===== src/rtl/pipelined_addsub.sv =====
// pipelined_addsub
// ----------------
// Wide adder/subtractor built as a chain of CHUNK-bit ripple segments, one
// segment per pipeline stage. The carry between segments is registered, so
// the critical path is one CHUNK-bit ripple regardless of N. Each operation
// takes S = N/CHUNK cycles, and the pipe accepts one operation per cycle.
// A global stall freezes every stage when the result at the tail is not
// taken.
//
// Parameters
//   N      operand/result width; must be a multiple of CHUNK
//   CHUNK  bits resolved per stage (S = N/CHUNK stages, latency S)
//
// Ports
//   clk        rising-edge clock
//   rst        asynchronous active-high reset (clears valids and data)
//   in_valid   operands presented on inA/inB/sub
//   in_ready   pipe can take operands this cycle (= !stall)
//   sub        0: A+B, 1: A-B, sampled with the operands
//   inA, inB   N-bit operands
//   out_valid  result presented on sum/carry/overflow
//   out_ready  downstream takes the result this cycle
//   sum        result modulo 2^N
//   carry      carry out of bit N-1 (for subtract, 1 = no borrow)
//   overflow   two's-complement signed overflow

module pipelined_addsub #(
    parameter int N     = 16,
    parameter int CHUNK = 4
) (
    input  logic         clk,
    input  logic         rst,
    input  logic         in_valid,
    output logic         in_ready,
    input  logic         sub,
    input  logic [N-1:0] inA,
    input  logic [N-1:0] inB,
    output logic         out_valid,
    input  logic         out_ready,
    output logic [N-1:0] sum,
    output logic         carry,
    output logic         overflow
);

    localparam int S = N / CHUNK;

    logic stall;

    // A result sitting at the tail that nobody takes freezes the whole pipe.
    // Bubbles are deliberately not squeezed out, which keeps the stall a
    // single global enable and in_ready independent of in_valid.
    assign stall    = out_valid && !out_ready;
    assign in_ready = !stall;

    // Stage k resolves result bits [k*CHUNK +: CHUNK]. Each stage only carries
    // the operand bits that are still unresolved (RW wide) and the result bits
    // already produced (DW wide), so the registers shrink/grow along the pipe.
    for (genvar k = 0; k < S; k++) begin : stg
        localparam int RW = N - k * CHUNK;
        localparam int DW = (k + 1) * CHUNK;

        logic [RW-1:0]    srcA;
        logic [RW-1:0]    srcB;
        logic             srcCarry;
        logic             srcValid;
        logic [CHUNK-1:0] chunkSum;
        logic             chunkCout;
        logic [DW-1:0]    nextSum;
        logic             regValid;
        logic             regCarry;
        logic [DW-1:0]    regSum;

        // The head stage works straight off the ports: subtraction becomes
        // A + ~B + 1 by inverting B and seeding the carry chain with sub.
        // Later stages take their inputs from the previous stage registers.
        if (k == 0) begin : head
            assign srcA     = inA;
            assign srcB     = inB ^ {N{sub}};
            assign srcCarry = sub;
            assign srcValid = in_valid;
            assign nextSum  = chunkSum;
        end else begin : body
            assign srcA     = stg[k-1].fwd.regA;
            assign srcB     = stg[k-1].fwd.regB;
            assign srcCarry = stg[k-1].regCarry;
            assign srcValid = stg[k-1].regValid;
            assign nextSum  = {chunkSum, stg[k-1].regSum};
        end

        // Plain ripple of full adders across the low CHUNK bits of what is
        // still unresolved; this is the only combinational carry path.
        for (genvar i = 0; i < CHUNK; i++) begin : bitCell
            logic cIn;
            logic cOut;

            if (i == 0) begin : first
                assign cIn = srcCarry;
            end else begin : chain
                assign cIn = bitCell[i-1].cOut;
            end

            assign chunkSum[i] = srcA[i] ^ srcB[i] ^ cIn;
            assign cOut        = (srcA[i] & srcB[i]) | (cIn & (srcA[i] ^ srcB[i]));
        end

        assign chunkCout = bitCell[CHUNK-1].cOut;

        // Valid moves on every unstalled edge so empty slots travel as zeros.
        // Data registers only load for real operations; their contents in an
        // empty slot are never looked at.
        always_ff @(posedge clk or posedge rst) begin
            if (rst) begin
                regValid <= 1'b0;
                regCarry <= 1'b0;
                regSum   <= '0;
            end else if (!stall) begin
                regValid <= srcValid;
                if (srcValid) begin
                    regCarry <= chunkCout;
                    regSum   <= nextSum;
                end
            end
        end

        // Hand the still-unresolved upper operand bits to the next stage.
        // The final stage has nothing left to forward.
        if (k < S - 1) begin : fwd
            logic [RW-CHUNK-1:0] regA;
            logic [RW-CHUNK-1:0] regB;

            always_ff @(posedge clk or posedge rst) begin
                if (rst) begin
                    regA <= '0;
                    regB <= '0;
                end else if (!stall && srcValid) begin
                    regA <= srcA[RW-1:CHUNK];
                    regB <= srcB[RW-1:CHUNK];
                end
            end
        end

        // Signed overflow needs the carry into and out of the MSB, which only
        // both exist inside the final segment, so it is captured here.
        if (k == S - 1) begin : last
            logic regOvf;

            always_ff @(posedge clk or posedge rst) begin
                if (rst) begin
                    regOvf <= 1'b0;
                end else if (!stall && srcValid) begin
                    regOvf <= bitCell[CHUNK-1].cIn ^ chunkCout;
                end
            end
        end
    end

    assign out_valid = stg[S-1].regValid;
    assign sum       = stg[S-1].regSum;
    assign carry     = stg[S-1].regCarry;
    assign overflow  = stg[S-1].last.regOvf;

endmodule


===== config.mk =====
export PLATFORM = sky130hd
export DESIGN_NAME = pipelined_addsub
export DESIGN_NICKNAME = d
export VERILOG_FILES = /design/src/rtl/pipelined_addsub.sv
export SDC_FILE = /design/constraint.sdc
export NUM_CORES = 1
export LEC_CHECK = 0
export CAP_MARGIN = 10
export CORE_UTILIZATION = 46
export DETAILED_ROUTE_END_ITERATION = 16
export DONT_BUFFER_PORTS = 1
export PLACE_DENSITY = 0.71
export SLEW_MARGIN = 20
export SYNTH_ARGS = -nofsm -noshare
export SYNTH_HDL_FRONTEND = slang
export SYNTH_SLANG_ARGS = --single-unit

===== constraint.sdc =====
create_clock -name clk -period 10 [get_ports clk]
set_clock_uncertainty 0.15 [all_clocks]
set_input_delay 1.5 -clock clk [delete_from_list [all_inputs] [get_ports clk]]
set_output_delay 1.5 -clock clk [all_outputs]
set_load 0.05 [all_outputs]

Yosys cells after proc, flatten, opt, wreduce, memory -nomap -nowiden

Index checks and enable logic that the tools add are counted.
W data, S select, Z words.

Output and inout bits: 20
Flip-flop bits (word level): 97

Bitwise operators: 83
Reductions and logical operators: 11

Operator list:

| kind                | number |
|---|---|
| $xor A1 B1 Y1       | 33 |
| $and A1 B1 Y1       | 32 |
| $or A1 B1 Y1        | 16 |
| $xor A16 B16 Y16    | 1 |
| $reduce_and A2 Y1   | 4 |
| $logic_and A1 B1 Y1 | 5 |
| $logic_not A1 Y1    | 2 |
| $not A1 Y1          | 1 |

Logic depth before layout (Yosys ltp)

Depth after elaboration: 10
Depth in mapped cells: 9
Gate-level depth less buffers: 9

Least setup slack after synthesis

No wires, ideal clock.

Path type: input to output
Start point: input port out_ready
End point: output port in_ready
Stages on the path: 4
Data arrival time: 2.234 ns
Slack: 6.116 ns
Cell sequence: nand2b_4 > buf_6 > buf_2 > buf_2

Longest elaborated chain between the ends: 3

Ends and longest elaborated chain:

| item                | line | text |
|---|---|---|
| start: declaration  | 39   | `input logic out_ready,` |
| $logic_not A1 Y1    | 52   | `assign stall = out_valid && !out_ready;` |
| $logic_and A1 B1 Y1 | 52   |  |
| $logic_not A1 Y1    | 53   | `assign in_ready = !stall;` |
| end: declaration    | 34   | `output logic in_ready,` |

Every way passes these cells.

Worst setup path in the final report

Ends and elaborated chain as after synthesis.

==> results.yml <==
final_layout:
  layoutNonFillerInstCount: 408
  fin_area_mm2: 0.004429
  area_growth_pct: 4.148
  drive_gt1_share_pct: 28.67
  fill_cells: 774
  antenna_cells: 0
  fin_nets: 349
place:
  hpwlAfterDp_um: 4613
  place_inst: 394
  postPlaceCellArea_mm2: 0.004279
  gp_congestion: 0.7170
  dpl_worst_slack_ns: 6.406
  portBuffers: 0
drt:
  antenna_left: 0
  first_iter_violations: 58
  via_count: 2145
  drc: 3
  wl_per_cell_um: 16.89
  drt-vias-per-instance: 5.257
  dr.pass1.iters: 10
  wirelength_um: 6893
sta:
  tightest_slew_ns: 0.9674
  fmax_mhz: 277.8
  tns_ns: 0
  hold_violations: 0
  fin_crit_sh_pct: 36.00
  setup_viol: 0
  period_minus_slack_ns: 3.600
  maxSlewViolCount: 0
  rsz0062_at_grt: "false"
  slew_headroom_pct: 35.35
  postLayoutSetupSlackWorst_ns: 6.400
global_route:
  antenna_found_initial: 0
  grt_pass1_wl_um: 11450
  grt_max_degree: 58
  grt_pass1_vias: 2254
  gr-total-overflow: 0
  grtUsageTotal_pct: 15.85
setup_path:
  cp.arrival_ns: 1.95
  cp_cell_sequence: "nand2b_4"
  cpLargestDelayFamily: "simple AND/OR/NAND/NOR gates"
  slowest_stage: "nand2b_4"
  cp_max_fo: 33
  required_ns: 8.35
  path_class: "input port to output pin"
  critPathLaunchType: "input port"
  critPathMaxStageDelay_ns: 0.43
  path_buf_inv: 0
  worst_setup_path_end_kind: "output pin"
logic_synthesis:
  syn_nets: 353
  ys_warn_count: 0
  synth.yosys.seq_area_share_pct: 57.08
  ys_types: 22
  synth_area_mm2: 0.004253
  syn_inst: 301
  ys_seq_elements: 97
  synth_area_per_cell_um2: 14.13
floorplanning:
  dieHeight_um: 98.15
  row_count: 34
  die_area_mm2: 0.009633
  core_area_mm2: 0.008848
  start_util_pct: 48.06
  die_x_um: 98.15
  ios: 57
clock_tree:
  cts_tree: "built"
  clock_latency_ns: 0.35
  ctsHoldBuffers: 0
  cts_setup_buffers: 0
  clkSinkCount: 97
  numCtsBuffers: 9
  ctsResizeCount: 0
  clkSlewWorstSetupHoldPaths_ns: 0.08
  clock_tree.buffer_depth: 2
  clockRootBuffer: "clkbuf_8"
  htree_levels: 3
pwr:
  p_leak_nw: 1.961
  power_density_mw_per_mm2: 334.0
  ir_worst_vdd_mv: 0.1046
worst_hold_path:
  hold_class: "flop to flop"
run_status:
  status: "finished, violations left"
  violations: "design-rule violations"
job:
  cap_violations: 0
[per-layer routing]
layer	global-route usage, %	part of all wire [%]
met1	20.62	45
met2	25.24	50
met3	3.293	3.4
met4	8.266	1.7
met5	0	0
[per-stage QoR]
stage | hold WS (ns) | utilization (%) | total power [mW]
3_5_place_dp | 0.3361 | 48.36 | 1.295
2_1_floorplan | 0.3215 | - | 1.196
3_3_place_gp | 0.3313 | 48.36 | 1.262
5_1_grt | 0.3640 | 50.06 | 1.588
4_1_cts | 0.3559 | 50.06 | 1.502
6_report | 0.3538 | 50.06 | 1.480
[cells by family (layout without fill, tap and decap cells)]
kind of cell,Yosys count,after routing,synth area share [%]
simple gates,11,11,1.706
fa+ha+maj,15,15,7.061
buf+inv,48,47,5.619
mux,74,74,20.36
xor+xnor,17,17,3.501
compound gates,39,39,4.678
flops,97,97,57.08
[cells in the mapped netlist]
| library cell | instances | area (um2) |
|---|---|---|
| nand2_2 | 1 | 6.260 |
| nand2_1 | 2 | 7.510 |
| buf_2 | 5 | 25.02 |
| o21ai_0 | 7 | 35.03 |
| clkbuf_1 | 1 | 3.750 |
| nand3_1 | 5 | 25.02 |
| and2_4 | 1 | 8.760 |
| xnor2_1 | 14 | 122.6 |
| nand2_4 | 1 | 11.26 |
| fa_1 | 15 | 300.3 |
| xor2_1 | 3 | 26.28 |
| nand2b_4 | 1 | 13.76 |
| buf_1 | 1 | 3.750 |
| dfrtp_1 | 97 | 2427 |
| a31oi_1 | 3 | 18.77 |
| buf_4 | 4 | 30.03 |
| mux2i_1 | 7 | 70.07 |
| buf_6 | 5 | 56.30 |
| mux2_4 | 11 | 165.2 |
| inv_1 | 32 | 120.1 |
| mux2_2 | 56 | 630.6 |
| a21oi_1 | 29 | 145.1 |
[cell type report]
type,count,area [um2],area share (%)
timing repair buffer,1,7.507,0.1695
tap,108,135.1,3.051
sequential,97,2427,54.80
inverter,32,122.6,2.768
clock inverter,4,22.52,0.5085
clock buffer,10,127.6,2.881
multi-input combinational,156,1587,35.82
[state kept, by name, summed over array words and instances (netlist names)]
name          flops
carry             1
out_valid         1
overflow          1
stg.fwd.regA     24
stg.fwd.regB     24
stg.regCarry      3
stg.regSum       24
stg.regValid      3
sum              16
[power by group]
part / internal [mW] / switching, mW / total [mW]
sequential: 0.569 / 0.240 / 0.809
clock: 0.0865 / 0.122 / 0.209
combinational: 0.254 / 0.208 / 0.462
total: 0.909 / 0.571 / 1.48
[layout by cell type, fill, tap and decap left out]
master / n
dfrtp_1: 97
and2_4: 1
xor2_1: 3
a21oi_1: 29
nand2_2: 1
a31oi_1: 3
nand3_1: 5
clkinv_2: 3
nand2_4: 1
o21ai_0: 7
clkbuf_1: 1
mux2_2: 56
clkbuf_8: 9
buf_4: 1
inv_4: 1
nand2_1: 2
xnor2_1: 14
mux2_4: 11
fa_1: 15
inv_1: 31
clkinvlp_4: 1
mux2i_1: 7
nand2b_4: 1
[final timing paths]
check / startpoint / end / slack [ns] / depth (start not counted)
setup / recovery: out_ready / in_ready / 6.40 / 1
hold / removal: stg[2].regSum[2] / stg[2].regSum[2] / 0.35 / 1
setup reg to reg: out_valid / stg[2].regSum[0] / 7.34 / 3
hold reg to reg: stg[2].regSum[2] / stg[2].regSum[2] / 0.35 / 1
max in group asynchronous: rst / stg[1].regCarry / 7.73 / 2
min in group asynchronous: rst / stg[2].fwd.regA[2] / 0.90 / 1
Power figures use the tool's default switching activity.
